**src/rtl/lvds_tx_serializer.sv**
```systemverilog
// LVDS byte-link transmitter: 256x8 FIFO feeding a 2-bit-per-clk serializer
// that frames each burst as zero preamble, sync byte, then payload bytes.
//
// Ports:
//   clk            single clock, also the DDR pad clock
//   reset          asynchronous, active-high
//   wr_en/wr_data  one byte per cycle into the FIFO
//   wr_full        FIFO holds 255 bytes, further writes are dropped
//   wr_almost_full byte count >= AF_LEVEL
//   wr_count       bytes currently held
//   overflow       sticky, a write arrived while full
//   busy           serializer is not idle
//   tx_dout        dibit to the DDR pad, [1] on rising half, [0] on falling

module lvds_tx_serializer #(
    parameter int unsigned ZERO_LEN  = 10,
    parameter logic [7:0]  SYNC_WORD = 8'hD5,
    parameter int unsigned AF_LEVEL  = 224
) (
    input  logic       clk,
    input  logic       reset,
    input  logic       wr_en,
    input  logic [7:0] wr_data,
    output logic       wr_full,
    output logic       wr_almost_full,
    output logic [7:0] wr_count,
    output logic       overflow,
    output logic       busy,
    output logic [1:0] tx_dout
);

    localparam logic [7:0] PRE_LAST = 8'(ZERO_LEN / 2 - 1);
    localparam logic [8:0] AF_THR   = 9'(AF_LEVEL);

    typedef enum logic [1:0] {
        IDLE,
        PRE,
        SYNC,
        DATA
    } state_t;

    state_t     state;
    logic [7:0] mem [256];
    logic [7:0] wr_ptr;
    logic [7:0] rd_ptr;
    logic [7:0] count;
    logic [7:0] count_nxt;
    logic [7:0] pre_cnt;
    logic [7:0] shreg;
    logic [1:0] dib_cnt;
    logic       wr_ok;
    logic       pop;

    // Full is taken from the registered count, so a write while full is
    // dropped even if a pop frees a slot on the same edge.
    assign wr_ok = wr_en && !wr_full;

    // The next byte is pulled on the last dibit of the sync word or of a
    // payload byte; in DATA only when something is waiting, so the
    // shifter reloads with no gap.
    assign pop = (dib_cnt == 2'd3) &&
                 ((state == SYNC) ||
                  ((state == DATA) && (count != 8'd0)));

    assign wr_count = count;

    always_comb begin
        count_nxt = count;
        case ({wr_ok, pop})
            2'b10:   count_nxt = count + 8'd1;
            2'b01:   count_nxt = count - 8'd1;
            default: count_nxt = count;
        endcase
    end

    always_ff @(posedge clk) begin
        if (wr_ok) begin
            mem[wr_ptr] <= wr_data;
        end
    end

    always_ff @(posedge clk or posedge reset) begin
        if (reset) begin
            wr_ptr         <= 8'd0;
            rd_ptr         <= 8'd0;
            count          <= 8'd0;
            wr_full        <= 1'b0;
            wr_almost_full <= 1'b0;
            overflow       <= 1'b0;
        end else begin
            if (wr_ok) begin
                wr_ptr <= wr_ptr + 8'd1;
            end
            if (pop) begin
                rd_ptr <= rd_ptr + 8'd1;
            end
            count          <= count_nxt;
            wr_full        <= (count_nxt == 8'hFF);
            wr_almost_full <= ({1'b0, count_nxt} >= AF_THR);
            if (wr_en && wr_full) begin
                overflow <= 1'b1;
            end
        end
    end

    always_ff @(posedge clk or posedge reset) begin
        if (reset) begin
            state   <= IDLE;
            tx_dout <= 2'b00;
            busy    <= 1'b0;
            pre_cnt <= 8'd0;
            shreg   <= 8'd0;
            dib_cnt <= 2'd0;
        end else begin
            case (state)
                IDLE: begin
                    tx_dout <= 2'b00;
                    if (count != 8'd0) begin
                        state   <= PRE;
                        pre_cnt <= PRE_LAST;
                        busy    <= 1'b1;
                    end
                end
                PRE: begin
                    tx_dout <= 2'b00;
                    if (pre_cnt == 8'd0) begin
                        state   <= SYNC;
                        shreg   <= SYNC_WORD;
                        dib_cnt <= 2'd0;
                    end else begin
                        pre_cnt <= pre_cnt - 8'd1;
                    end
                end
                SYNC, DATA: begin
                    tx_dout <= shreg[7:6];
                    shreg   <= {shreg[5:0], 2'b00};
                    dib_cnt <= dib_cnt + 2'd1;
                    if (dib_cnt == 2'd3) begin
                        if (pop) begin
                            shreg <= mem[rd_ptr];
                            state <= DATA;
                        end else begin
                            state <= IDLE;
                            busy  <= 1'b0;
                        end
                    end
                end
                default: begin
                    state   <= IDLE;
                    tx_dout <= 2'b00;
                    busy    <= 1'b0;
                end
            endcase
        end
    end

endmodule

```
**config.mk**
```make
export PLATFORM = sky130hd
export DESIGN_NAME = lvds_tx_serializer
export DESIGN_NICKNAME = d
export VERILOG_FILES = /design/src/rtl/lvds_tx_serializer.sv
export SDC_FILE = /design/constraint.sdc
export NUM_CORES = 2
export LEC_CHECK = 0
export CORE_UTILIZATION = 45
export CTS_CLUSTER_SIZE = 25
export DETAILED_ROUTE_END_ITERATION = 6
export GPL_ROUTABILITY_DRIVEN = 0
export SETUP_SLACK_MARGIN = 0.4
export SLEW_MARGIN = 40
export SYNTH_ARGS = -nofsm -noshare
export SYNTH_HDL_FRONTEND = slang
export SYNTH_SLANG_ARGS = --single-unit
```
**constraint.sdc**
```tcl
create_clock -name clk -period 4.55 [get_ports clk]
set_input_delay 0.91 -clock clk [delete_from_list [all_inputs] [get_ports clk]]
set_output_delay 0.91 -clock clk [all_outputs]
set_load 0.1 [all_outputs]
```
==> flow_results.xml <==
<?xml version="1.0" encoding="UTF-8"?>
<metrics>
  <group name="outcome">
    <metric name="run_status" unit="">finished clean</metric>
  </group>
  <group name="cts">
    <metric name="clockBufferDepth" unit="">3</metric>
    <metric name="cts_resized" unit="">0</metric>
    <metric name="cts_hold_buffers" unit="">0</metric>
    <metric name="cts_buffers" unit="">208</metric>
    <metric name="path_clk_slew" unit="ns">0.06</metric>
    <metric name="worstSkewPairLatency" unit="ns">0.85</metric>
    <metric name="cts_root_buf" unit="">sky130_fd_sc_hd__clkbuf_16</metric>
    <metric name="cts.sink_count" unit="">2098</metric>
    <metric name="post_cts_repair_timing_setup_buffer_count" unit="">0</metric>
    <metric name="cts-htree-levels" unit="">4</metric>
    <metric name="tritoncts" unit="">done</metric>
  </group>
  <group name="timing">
    <metric name="post-route-period-util" unit="">0.856</metric>
    <metric name="setup-violations-final" unit="">0</metric>
    <metric name="report.final.hold_viol_count" unit="">0</metric>
    <metric name="maximum_clock_rate" unit="MHz">257</metric>
    <metric name="unrepaired_setup_endpoints_after_global_routing" unit="">false</metric>
    <metric name="final_period_minus_worst_setup_slack" unit="ns">3.89</metric>
    <metric name="post-route-worst-setup-slack" unit="ns">0.657</metric>
    <metric name="worst_slew_margin_rel" unit="">0.379</metric>
    <metric name="tightest_pin_transition" unit="ns">0.907</metric>
    <metric name="report.final.slew_viol_count" unit="">0</metric>
    <metric name="setup_total_negative_slack" unit="ns">0</metric>
    <metric name="hold_slack" unit="ns">0.453</metric>
    <metric name="clock_skew" unit="ns">0.0420</metric>
  </group>
  <group name="synth">
    <metric name="post-synth-top-count-cell" unit="">sky130_fd_sc_hd__edfxtp_1</metric>
    <metric name="post_synth_instance_area" unit="µm²">82000</metric>
    <metric name="synth.cells.most_frequent" unit="">sky130_fd_sc_hd__edfxtp_1, sky130_fd_sc_hd__mux4_2, sky130_fd_sc_hd__nor2_1, sky130_fd_sc_hd__mux2i_1, sky130_fd_sc_hd__nand2_1</metric>
    <metric name="syn-mean-instance-area" unit="µm²">20.6</metric>
    <metric name="post_synth_inst_count" unit="">3989</metric>
    <metric name="synth_largest_type_area_fraction" unit="">0.750</metric>
    <metric name="number_of_distinct_library_cell_variants_in_the_gate_level_netlist_after_synthesis" unit="">68</metric>
    <metric name="yosys_most_used_dff" unit="">sky130_fd_sc_hd__edfxtp_1</metric>
    <metric name="synth_edf_count" unit="">2048</metric>
    <metric name="yosys_reg_bits" unit="">2098</metric>
    <metric name="yosys.area.top_type" unit="">sky130_fd_sc_hd__edfxtp_1</metric>
    <metric name="synthArstFlopShare" unit="">0.0238</metric>
    <metric name="synthTopCellsByArea" unit="">sky130_fd_sc_hd__edfxtp_1, sky130_fd_sc_hd__mux4_2, sky130_fd_sc_hd__mux2i_1</metric>
    <metric name="synthesis.nets" unit="">4011</metric>
    <metric name="synth_warnings" unit="">0</metric>
    <metric name="synth_seq_area_share" unit="">0.765</metric>
  </group>
  <group name="critical_path">
    <metric name="critPathArrivalTime" unit="ns">4.60</metric>
    <metric name="timing.reg2reg.worst_path_depth" unit="">8</metric>
    <metric name="crit_type" unit="">reg2reg</metric>
    <metric name="timing.critical_path.fanout_max" unit="">41</metric>
    <metric name="worst-endpoint-required" unit="ns">5.26</metric>
    <metric name="timing.critical_path.to_type" unit="">flip-flop</metric>
    <metric name="startpoint_type" unit="">flip-flop</metric>
  </group>
  <group name="place">
    <metric name="place_ws" unit="ns">0.344</metric>
    <metric name="numPlacedInstances" unit="">6538</metric>
    <metric name="io_buffer_count" unit="">24</metric>
    <metric name="place.detailed.hpwl" unit="µm">141000</metric>
    <metric name="detailed_place.area" unit="µm²">87600</metric>
  </group>
  <group name="floorplan">
    <metric name="die_area" unit="µm²">184000</metric>
    <metric name="initial_core_util" unit="">0.453</metric>
    <metric name="placement_rows" unit="">156</metric>
    <metric name="coreArea" unit="µm²">181000</metric>
    <metric name="boundaryPins" unit="">25</metric>
    <metric name="dieHeight" unit="µm">429</metric>
    <metric name="fp.dieW" unit="µm">429</metric>
  </group>
  <group name="layout">
    <metric name="final_cell_count_no_fill" unit="">6924</metric>
    <metric name="design_area" unit="µm²">94100</metric>
    <metric name="area_growth_syn_to_layout" unit="%">14.7</metric>
    <metric name="post_route_cells_drive_above_1_share" unit="">0.274</metric>
    <metric name="finish.net_count" unit="">4401</metric>
    <metric name="postLayoutCoreUtil" unit="">0.520</metric>
  </group>
  <group name="routing">
    <metric name="drt_first_iter_violations" unit="">5618</metric>
    <metric name="average_wire_length_per_cell_after_detail_routing" unit="µm">32.4</metric>
    <metric name="drt_drc" unit="">0</metric>
    <metric name="ant_nets" unit="">0</metric>
    <metric name="drt_wl_total" unit="µm">224000</metric>
    <metric name="post_drt_via_cell_ratio" unit="">6.09</metric>
    <metric name="detail_route.first_pass.iterations" unit="">5</metric>
    <metric name="dr_vias" unit="">42200</metric>
  </group>
  <group name="grt">
    <metric name="first_global_vias" unit="">42300</metric>
    <metric name="grt_pass1_wl" unit="µm">320000</metric>
    <metric name="grt_start_max_net_pins" unit="">128</metric>
    <metric name="grt_usage" unit="">0.245</metric>
    <metric name="grt_overflow" unit="">0</metric>
    <metric name="antenna_found_initial" unit="">3</metric>
  </group>
  <group name="min_path">
    <metric name="hp-class" unit="">reg2reg</metric>
    <metric name="hold_depth" unit="">1</metric>
  </group>
  <group name="power_and_ir_drop">
    <metric name="total_power_per_unit_cell_area" unit="nW/µm²">566</metric>
    <metric name="power" unit="mW">53.3</metric>
    <metric name="vdd_drop_max" unit="µV">534</metric>
    <metric name="p_leak" unit="nW">30.3</metric>
  </group>
  <group name="flow_run">
    <metric name="cap_viol_max_count" unit="">0</metric>
  </group>
</metrics>
## metal layers
metal,track usage,up-vias,routed length [µm]
met5,0,-,27
met4,0.0798,4,7310
met3,0.0492,359,19400
met2,0.380,1976,106000
met1,0.349,22500,91900
li1,-,17300,-
## where the power goes
part	internal, mW	switching, mW	leakage, nW
logic	6.20	8.50	8.10
registers	21.6	0.574	19.0
clock network	9.13	7.34	3.15
## sequential cells by signal, summed over array words and instances, names as in the netlist
signal          count
wr_full             1
shreg               8
mem              2048
wr_almost_full      1
wr_ptr              8
rd_ptr              8
pre_cnt             8
dib_cnt             2
busy                1
tx_dout             2
state               2
wr_count            8
overflow            1
## cell type report
class	instances	area (µm²)
Antenna cell	1	2.50
Clock buffer	267	5510
Clock inverter	117	973
Inverter	17	71.3
Tap cell	2370	2970
Sequential cell	2098	62800
Timing Repair Buffer	418	3760
Fill cell	14100	86800
Multi-Input combinational cell	1636	18000
## critical path: stages (launching register included)
cell	delay (ns)
sky130_fd_sc_hd__dfrtp_4	0.85
sky130_fd_sc_hd__buf_12	0.40
sky130_fd_sc_hd__mux4_2	0.57
sky130_fd_sc_hd__mux4_2	0.50
sky130_fd_sc_hd__o21ai_0	0.17
sky130_fd_sc_hd__nor2_1	0.13
sky130_fd_sc_hd__a2111oi_2	0.66
sky130_fd_sc_hd__buf_4	0.23
sky130_fd_sc_hd__o221ai_1	0.11
## logic make-up after synthesis
| logic type | Yosys count | share of synthesized area |
|---|---|---|
| adder cells (fa/ha/maj) | 11 | 0.00168 |
| AND/OR/NAND/NOR | 571 | 0.0302 |
| buffers and inverters | 255 | 0.0172 |
| flip-flops | 2098 | 0.765 |
| multiplexers | 663 | 0.152 |
| AO/OA/AOI/OAI | 362 | 0.0304 |
| XOR/XNOR | 29 | 0.00310 |
## cells in the final DEF (no fill, tap or decap), drive strengths merged, types with 14 or more instances in the layout
master,instances
nand4,14
nand3,24
o21ai,49
nand2,126
inv,23
nor3,21
a22oi,43
o22ai,56
buf,408
a221oi,15
dfrtp,50
mux2,16
edfxtp,2048
a22o,14
clkbuf,275
a21oi,62
mux2i,181
mux4,466
nor2,309
a211oi,27
nor2b,19
o221ai,24
xnor2,21
clkinv,97
## final timing paths
kind | end | slack (ns) | from
min | overflow | 0.45 | overflow
min reg2reg | overflow | 0.45 | overflow
min in group asynchronous | rd_ptr[0] | 0.50 | reset
max | shreg[5] | 0.66 | rd_ptr[0]
max in group asynchronous | rd_ptr[2] | 3.23 | reset
max reg2reg | shreg[5] | 0.66 | rd_ptr[0]
No activity file was read; power rests on OpenSTA's default activity.
